## config.mk

```make
export PLATFORM = sky130hd
export DESIGN_NAME = gshare_branch_predictor
export DESIGN_NICKNAME = d
export VERILOG_FILES = /design/src/rtl/gshare_branch_predictor.sv
export SDC_FILE = /design/constraint.sdc
export NUM_CORES = 1
export LEC_CHECK = 0
export ABC_AREA = 1
export BUFFER_PORTS_ARGS = -buffer_cell sky130_fd_sc_hd__buf_4
export CORE_MARGIN = 5
export CORE_UTILIZATION = 25
export CTS_BUF_LIST = sky130_fd_sc_hd__clkbuf_8 sky130_fd_sc_hd__clkbuf_16
export DETAILED_ROUTE_END_ITERATION = 12
export PLACE_DENSITY = 0.46
export SYNTH_ARGS = -nofsm -noshare
export SYNTH_HDL_FRONTEND = slang
export SYNTH_SLANG_ARGS = --single-unit
```

## constraint.sdc

```tcl
create_clock -name clock -period 4.85 [get_ports clock]
set_input_delay 0.2425 -clock clock [delete_from_list [all_inputs] [get_ports clock]]
set_output_delay 0.2425 -clock clock [all_outputs]
set_load 0.01 [all_outputs]
```

## src/rtl/gshare_branch_predictor.sv

```systemverilog
// gshare direction predictor: a PHT of 2-bit saturating counters indexed by PC ^ GHR,
// with a speculative GHR that is repaired from the snapshot carried by a mispredicted branch.
module gshare_branch_predictor #(
  parameter int IDX_BITS  = 8,
  parameter int HIST_BITS = 8,
  parameter int CNT_BITS  = 16
) (
  input  logic                 clock,
  input  logic                 reset_n,
  input  logic [31:0]          pred_pc,
  input  logic                 pred_fire,
  output logic                 pred_taken,
  output logic [HIST_BITS-1:0] pred_ghr,
  input  logic                 resolve_valid,
  input  logic [31:0]          resolve_pc,
  input  logic [HIST_BITS-1:0] resolve_ghr,
  input  logic                 resolve_taken,
  input  logic                 resolve_mispred,
  output logic [HIST_BITS-1:0] ghr,
  output logic [CNT_BITS-1:0]  mispred_count
);

  localparam int PHT_N = 1 << IDX_BITS;

  logic [1:0]           r_pht [PHT_N];
  logic [HIST_BITS-1:0] r_ghr;
  logic [CNT_BITS-1:0]  r_mcnt;

  logic [IDX_BITS-1:0]  w_pred_idx;
  logic [IDX_BITS-1:0]  w_res_idx;
  logic                 w_recover;
  logic                 w_unused;

  // History is zero-extended into the upper index bits when it is narrower than the PHT index.
  function automatic logic [IDX_BITS-1:0] f_idx(input logic [31:0] pc,
                                                input logic [HIST_BITS-1:0] h);
    logic [IDX_BITS-1:0] hx;
    hx = '0;
    hx[HIST_BITS-1:0] = h;
    return pc[IDX_BITS+1:2] ^ hx;
  endfunction

  function automatic logic [1:0] f_sat_inc(input logic [1:0] c);
    return (c == 2'b11) ? c : c + 2'b01;
  endfunction

  function automatic logic [1:0] f_sat_dec(input logic [1:0] c);
    return (c == 2'b00) ? c : c - 2'b01;
  endfunction

  assign w_pred_idx = f_idx(pred_pc, r_ghr);
  assign w_res_idx  = f_idx(resolve_pc, resolve_ghr);
  assign w_recover  = resolve_valid & resolve_mispred;

  assign pred_taken    = r_pht[w_pred_idx][1];
  assign pred_ghr      = r_ghr;
  assign ghr           = r_ghr;
  assign mispred_count = r_mcnt;

  assign w_unused = ^{pred_pc[31:IDX_BITS+2], pred_pc[1:0],
                      resolve_pc[31:IDX_BITS+2], resolve_pc[1:0]};

  // The predict read above sees the pre-update counter; training lands at this edge.
  always_ff @(posedge clock or negedge reset_n) begin
    if (!reset_n) begin
      for (int i = 0; i < PHT_N; i++) r_pht[i] <= 2'b01;
      r_ghr  <= '0;
      r_mcnt <= '0;
    end else begin
      if (resolve_valid) begin
        r_pht[w_res_idx] <= resolve_taken ? f_sat_inc(r_pht[w_res_idx])
                                          : f_sat_dec(r_pht[w_res_idx]);
      end
      // Recovery wins: a same-cycle fetch shift belongs to the flushed path.
      if (w_recover) begin
        r_ghr <= {resolve_ghr[HIST_BITS-2:0], resolve_taken};
      end else if (pred_fire) begin
        r_ghr <= {r_ghr[HIST_BITS-2:0], pred_taken};
      end
      if (w_recover && (r_mcnt != {CNT_BITS{1'b1}})) begin
        r_mcnt <= r_mcnt + 1'b1;
      end
    end
  end

endmodule

```

Word level (Yosys, flattened, before mapping) --
Cells that the tools add are included.
Word-level totals: register bits 536, word-level logic and storage cells 289
Operators by class: $add $sub $neg 3, magnitude comparators 3, equal/unequal tests 2, muxes and demuxes 14, bitwise logic cells 5, reductions and logical operators 4
Operators by type and width (count):
- bitwise mux 512 bit | 1
- binary-select mux 2 bit (select 8 bit) | 2
- >= comparator 9 bit (second input constant) | 2
- inverter 8 -> 9 bit | 2
- adder 16 x 1 -> 16 bit (second input constant) | 1
- demux 2 bit (select 8 bit) | 1
- 2-to-1 mux 2 bit | 8
- 2-to-1 mux 8 bit | 2
- inequality test 16 bit (second input constant) | 1
- bitwise XOR 8 bit | 2
- < comparator 9 x 1 -> 1 bit (second input constant) | 1
- adder 2 x 1 -> 2 bit (second input constant) | 1
- == test 2 bit (second input constant) | 1
- logical AND 1 bit | 2
- zero test 2 bit | 1
- nonzero test 2 bit | 1
- subtractor 2 x 1 -> 2 bit (second input constant) | 1
- bitwise AND 1 bit | 1

Depth between registers and ports, before layout --
Gate-level depths: netlist (run 1).
depth in word-level cells 9, gate-level depth with buffers 22, mapped depth without buffers 18

Worst setup path after synthesis (run 1) --
No wires, ideal clock.
path kind input port to flip-flop, start input port resolve_pc[4], end register r_pht[101] (netlist name), setup time 0.065 ns, data arrival time 2.254 ns, required time 4.785 ns, path slack 2.531 ns, cell stages on the path 16, buffers on the path 3, cells stage by stage xnor2_1 inv_1 nor2_1 buf_2 nand3_1 nand2_1 nor2_1 nor2_1 nor2_1 nand2_1 nand2_1 nand4_1 clkbuf_1 buf_1 nand3_1 nand2_1
Between the ends: cells in the longest elaborated chain, start to end 9
RTL lines:
- start: declaration | RTL line 15 | input logic [31:0] resolve_pc,
- bitwise XOR 8 bit * | RTL line 40 | return pc[IDX_BITS+1:2] ^ hx;
- inverter 8 -> 9 bit * | RTL line 71, 72
- binary-select mux 2 bit (select 8 bit) | RTL line 71, 72
- 2-to-1 mux 2 bit (implied by the code) (2 in series) | RTL line 71, 72
- subtractor 2 x 1 -> 2 bit, or another cell as far along | RTL line 48 | return (c == 2'b00) ? c : c - 2'b01;
- 2-to-1 mux 2 bit, on equally long branches | RTL line 48, 44
- 2-to-1 mux 2 bit | RTL line 71 | r_pht[w_res_idx] <= resolve_taken ? f_sat_inc(r_pht[w_res_idx])
- bitwise mux 512 bit * | RTL line 71
- end signal: indexed assignment | RTL line 71
- end: declaration | RTL line 25 | logic [1:0] r_pht [PHT_N];
Mark *: on every way between the ends. The rest lies on a longest branch, timed or not. The select of a mux whose other input is x is not followed. A chain may end at the register's enable or synchronous reset.

Worst setup path in the final report (run 1) --
start input port resolve_ghr[2], end register r_pht[229] (netlist name)
Between the ends: cells in the longest elaborated chain, start to end 9
RTL lines:
- start: declaration | RTL line 16 | input logic [HIST_BITS-1:0] resolve_ghr,
- bitwise XOR 8 bit * | RTL line 40
- inverter 8 -> 9 bit * | RTL line 71, 72
- binary-select mux 2 bit (select 8 bit) | RTL line 71, 72
- 2-to-1 mux 2 bit (implied by the code) (2 in series) | RTL line 71, 72
- subtractor 2 x 1 -> 2 bit, or another cell as far along | RTL line 48
- 2-to-1 mux 2 bit, on equally long branches | RTL line 48, 44
- 2-to-1 mux 2 bit | RTL line 71
- bitwise mux 512 bit * | RTL line 71
Marks and branches as above.

==> reports/qor.csv, run 1 <==
stage,metric,value,unit
global_route,grt_pass1_vias,29700,
synthesis,synth_cell_types,27,
global_route,gr-usage-all-layers,0.195,
die,top_level_ports,111,
setup_path,cp_max_fo,93,
setup_path,cp.required,5400,ps
timing,tns,0,ps
placement,gp_congestion,0.856,
job,drv_cap,0,
synthesis,synth_cells,4699,
global_route,grt_antenna_before_repair,3,
die,die_area,0.132,sq mm
detailed_routing,drc,0,
setup_path,end_kind,register,
setup_path,reg2regPathDepth,16,
detailed_routing,dr.pass1.iters,6,
placement,port_buffers,62,
synthesis,synth_async_sr_flop_share,1.00,
timing,slew_viol_final,0,
timing,whs,155,ps
clocking,clock_latency,640,ps
status,status,completed,
clocking,clock_tree.root_cell,clkbuf_16,
detailed_routing,wl,131000,um
power,pwr-share-clk,0.360,
power,p_switching,5.40,mW
synthesis,synth_edf_count,0,
placement,place_hpwl,77700,um
die,chipHeight,363,um
finish,layout.nets,4767,
timing,worst_slew_pin_slew,1130,ps
global_route,grt_max_degree,146,
power,total_power,14.7,mW
die,core_area,0.124,sq mm
timing,fmax,0.238,GHz
placement,dp.cells,6243,
detailed_routing,ant_nets,0,
clocking,cts_buffers,71,
finish,diodes,0,
timing,setup_viol,0,
power,intPower,9.27,mW
global_route,use_met3,0.0396,
global_route,overflow,0,
timing,fin_crit,4200,ps
hold_path,min_path_type,primary input to async pin,
finish,area_delta_synth_final,16.5,%
timing,max_slew_margin,0.245,
clocking,post_cts_buffers,0,
power,ir_worst_vdd,0.000248,V
finish,multi_input_area,0.0150,sq mm
power,p_seq_frac,0.368,
setup_path,crit_type,primary input to register,
clocking,clock_sinks,536,
finish,fin_cells,6383,
timing,rsz0062_at_grt,no,
die,start_util,0.252,
setup_path,crit_chain,"dlygate4sd3_1, buf_4, xnor2_1, inv_1, nor2_4, buf_4, buf_4, nand3_1, nand2_1, nor2_1, nor2_1, nor2_1, nand2_1, nand2_1, nand4_1, buf_12, buf_4, nand3_1, nand2_1",
finish,layout_commonest_cell,nand2_1,
timing,finalClockSkew,38.2,ps
die,die_w,363,um
synthesis,ys_warn_count,0,
finish,finalCoreUtilization,0.293,
power,swShare,0.368,
timing,finalHoldViolCount,0,
synthesis,synth-seq-cells,536,
finish,seq_area,0.0137,sq mm
finish,drive_gt1_frac,0.122,
detailed_routing,via_count,31200,
detailed_routing,viasPerCell,4.89,
synthesis,synthFlopType,dfrtp_1,
finish,nFillCells,13500,
synthesis,yosysSeqAreaShare,0.440,
clocking,h-tree-depth,3,
power,p_comb_frac,0.272,
setup_path,crit_path_top_delay_cell,dlygate4sd3_1,
global_route,grt_use_met1,0.278,
detailed_routing,dr.first_iter.drc_count,3210,
global_route,gr-usage-met2,0.299,
synthesis,synth_nets,4778,
finish,final_cell_mix,"2150 x nand2_1, 871 x nand3_1, 365 x inv_1",
timing,fin_crit_sh,0.867,
setup_path,worstPathArrival,4760,ps
power,power.density,404,mW/mm^2
clocking,tritoncts,yes,
synthesis,syn_area,0.0312,sq mm
power,p_leak,16.4,nW
global_route,gr-max-usage-layer,met2,
setup_path,worst_path_largest_cell_delay,540,ps
synthesis,avgSynthCellArea,6.63,sq um
die,rows,129,
setup_path,critPathLaunchType,primary input,
clocking,cts_buffer_depth,3,
global_route,grt_pass1_wl,196000,um
detailed_routing,post_drt_wl_per_cell,20.5,um
clocking,path_clk_slew,70,ps
==> registers in the layout (all words and copies together), names as in the netlist <==
register	cells
ghr	8
r_pht	512
mispred_count	16
==> path summary, 6_finish.rpt <==
| kind | from | to | slack [ps] |
|---|---|---|---|
| setup reg to reg | ghr[0] | ghr[0] | 1750 |
| max in group asynchronous | reset_n | r_pht[301] | 3420 |
| setup / recovery | resolve_ghr[2] | r_pht[229] | 650 |
| hold / removal | reset_n | mispred_count[7] | 160 |
| hold reg to reg | r_pht[154] | r_pht[154] | 460 |
| min in group clock | resolve_taken | ghr[0] | 300 |
==> metrics by stage <==
stage	cell area (sq um)	setup slack (ps)
global route	36300	490
floorplan	31200	2530
global placement	33900	635
CTS	36300	727
finish	36300	647
detailed placement	33900	648
==> cells by family (layout without fill, tap and decap cells) <==
kind of cell | count (synthesis) | in the layout | share of synthesized area
buf+inv | 644 | 691 | 0.0839
fa+ha+maj | 1 | 1 | 0.000401
flops | 536 | 536 | 0.440
xor+xnor | 29 | 29 | 0.00815
compound gates | 41 | 41 | 0.00863
simple gates | 3448 | 3448 | 0.458
==> power groups by stage <==
stage,clock (mW),combinational (mW),sequential (mW)
floorplan,0,2.20,5.40
global placement,0,3.94,5.46
detailed placement,0,3.94,5.46
CTS,5.41,3.96,5.40
global route,5.56,4.26,5.46
finish,5.29,3.98,5.40
==> worst max-delay path, delay by kind of cell <==
| family | cells | cell delay, ps |
|---|---|---|
| buffers and inverters | 7 | 2420 |
| AND/OR/NAND/NOR | 11 | 1530 |
| XOR/XNOR | 1 | 520 |
==> Yosys cell counts (3+ instances only) <==
library cell / n / share of area
nand3_1: 871 / 0.14
o211ai_1: 16 / 0.0039
buf_4: 12 / 0.0029
o21ai_0: 14 / 0.0022
o221ai_1: 5 / 0.0014
nor3_1: 165 / 0.026
dfstp_2: 256 / 0.22
a21oi_1: 3 / 0.00048
nand4_1: 9 / 0.0018
buf_1: 29 / 0.0035
nor2_1: 235 / 0.028
clkbuf_1: 115 / 0.014
or2_2: 10 / 0.0020
nand2_1: 2156 / 0.26
xnor2_1: 21 / 0.0059
inv_1: 346 / 0.042
dfrtp_1: 280 / 0.22
clkinv_1: 18 / 0.0022
buf_2: 123 / 0.020
xor2_1: 8 / 0.0022
==> layer usage <==
layer,up-vias,part of all wire
met4,2,0.032
met1,15100,0.46
met5,-,0.000084
met2,1174,0.43
li1,14800,-
met3,190,0.081
==> timing repair <==
action,CTS,global route
hold endpoints to repair,61,0
setup endpoints to repair,0,0
gates resized for setup,0,0
hold buffers,9,0
==> cell type report <==
| type | instances | area share |
|---|---|---|
| multi-input combinational | 3519 | 0.412 |
| sequential | 536 | 0.378 |
| clock buffer | 89 | 0.0567 |
| tap | 1637 | 0.0564 |
| timing repair buffer | 195 | 0.0522 |
| inverter | 365 | 0.0379 |
| clock inverter | 42 | 0.00686 |
Power figures use the tool's default switching activity.
==> run 2: changes to the inputs <==
- BUFFER_PORTS_ARGS: -buffer_cell sky130_fd_sc_hd__buf_4 -> -buffer_cell sky130_fd_sc_hd__buf_2
==> run 2 against run 1 <==
Effect of this change: non-clock buffer count down 22; clock skew rose by 13 ps; sequential power barely moved; maximum frequency grew 1.7%; first-iteration DRC count is 1.6% lower; combinational power shrank 2%; die area did not move; largest cell class unchanged; highest routed layer is now met4.
==> reports/qor.csv, run 2 (same netlist as run 1, synthesis figures left out) <==
stage,metric,value,unit
die,die_area,0.132,sq mm
finish,nFillCells,13500,
finish,seq_area,0.0137,sq mm
detailed_routing,drc,0,
detailed_routing,post_drt_wl_per_cell,20.4,um
detailed_routing,dr.pass1.iters,6,
die,core_area,0.124,sq mm
detailed_routing,wl,130000,um
finish,multi_input_area,0.0150,sq mm
global_route,overflow,0,
timing,slew_viol_final,0,
setup_path,cp_max_fo,18,
finish,layout.nets,4745,
finish,area_delta_synth_final,15.6,%
die,rows,129,
placement,place_hpwl,76700,um
die,chipHeight,363,um
finish,final_cell_mix,"2150 x nand2_1, 871 x nand3_1, 366 x inv_1",
power,power.density,407,mW/mm^2
finish,layout_commonest_cell,nand2_1,
placement,gp_congestion,0.873,
clocking,h-tree-depth,3,
clocking,cts_buffer_depth,3,
finish,fin_cells,6360,
clocking,path_clk_slew,50,ps
clocking,post_cts_buffers,0,
global_route,grt_antenna_before_repair,0,
setup_path,worst_path_largest_cell_delay,520,ps
job,drv_cap,0,
timing,worst_slew_pin_slew,1240,ps
hold_path,min_path_type,primary input to register,
detailed_routing,viasPerCell,4.90,
timing,tns,0,ps
global_route,grt_pass1_vias,29600,
status,status,completed,
global_route,gr-usage-all-layers,0.193,
timing,fin_crit_sh,0.852,
setup_path,critPathLaunchType,register,
setup_path,end_kind,output pin,
setup_path,worstPathArrival,3890,ps
global_route,grt_pass1_wl,193000,um
placement,pre_cts_slack,673,ps
finish,regMostFlops,r_pht,
timing,max_slew_margin,0.171,
detailed_routing,via_count,31200,
power,ir_worst_vdd,0.000299,V
placement,port_buffers,62,
finish,largest_reg_flops,512,
power,p_leak,16.3,nW
setup_path,crit_chain,"xnor2_2, clkinv_2, buf_4, o21ai_0, inv_1, o21ai_0, nand3_1, nand3_1, nand3_1, nand3_1, nand3_1, nand3b_1, nand2_1, buf_2",
clocking,clock_sinks,536,
timing,finalClockSkew,51.6,ps
setup_path,cp.required,4610,ps
timing,fin_crit,4130,ps
clocking,tritoncts,yes,
finish,finalCoreUtilization,0.291,
clocking,clock_latency,650,ps
timing,setup_slack,716,ps
setup_path,crit_type,register to output pin,
die,top_level_ports,111,
detailed_routing,ant_nets,0,
finish,diodes,0,
die,die_w,363,um
placement,dp.cells,6225,
clocking,cts_buffers,71,
setup_path,crit_top_cell,nand3_1,
die,start_util,0.252,
clocking,clock_tree.root_cell,clkbuf_16,
detailed_routing,dr.first_iter.drc_count,3160,
finish,drive_gt1_frac,0.118,
timing,fmax,0.242,GHz
timing,finalHoldViolCount,0,
timing,setup_viol,0,
global_route,grt_max_degree,158,
power,total_power,14.7,mW
timing,rsz0062_at_grt,no,
setup_path,crit_path_top_delay_cell,clkinv_2,
==> run 2: cell types whose count changed in the layout (fill, tap and decap cells not counted) <==
cell / previous run / this run
dlygate4sd3_1: 9 / 5
clkinv_2: 13 / 11
inv_2: 3 / 2
buf_2: 0 / 61
clkbuf_8: 15 / 14
bufinv_16: 2 / 4
clkinv_1: 20 / 19
buf_4: 153 / 72
inv_1: 365 / 366
buf_12: 32 / 34
clkinvlp_4: 0 / 1
==> run 2: area by class of cell <==
class / instances / share of cell area
clock buffers: 88 / 0.0567
inverters: 365 / 0.0382
repair buffers: 173 / 0.0442
clock inverters: 42 / 0.00837
well taps: 1637 / 0.0568
multi-input cells: 3519 / 0.415
flip-flops and latches: 536 / 0.381
==> run 2: final timing paths <==
check | startpoint | endpoint | slack [ps] | cells past startpoint
max | ghr[1] | pred_taken | 720 | 14
min | resolve_ghr[6] | ghr[7] | 90 | 3
max reg2reg | ghr[1] | ghr[0] | 1500 | 15
min reg2reg | r_pht[282] | r_pht[282] | 460 | 2
max in group asynchronous | reset_n | r_pht[303] | 3350 | 3
min in group asynchronous | reset_n | mispred_count[7] | 170 | 2
==> run 2: critical path, delay by kind of cell, from the launching register on <==
kind	cells	cell delay [ps]
buf+inv	4	1180
simple gates	7	1110
flops	1	420
xor+xnor	1	370
compound gates	2	170
==> run 2: through the flow <==
step                      area, sq um  hold slack, ps
final                           36000            93.9
after floorplan                 31200           -53.1
after global placement          33700             284
after detailed placement        33700             283
after global routing            36000             100
after CTS                       36000            40.6
==> run 2: routing by layer <==
layer	track usage	wire length (um)
met1	0.270	59700
met2	0.295	55600
met3	0.0442	10100
met4	0.0599	4120
met5	0	0
==> run 2: timing repair <==
action / in CTS / in global routing
endpoints found under the hold margin: 45 / 0
hold buffers: 5 / 0
resized for setup: 0 / 0
setup endpoints to repair: 0 / 0
==> run 2: where the power goes <==
part           total [mW]  internal (mW)  switching (mW)
clock                5.38           3.18            2.20
combinational        3.90           1.02            2.88
sequential           5.40           5.10           0.296
total                14.7           9.31            5.37
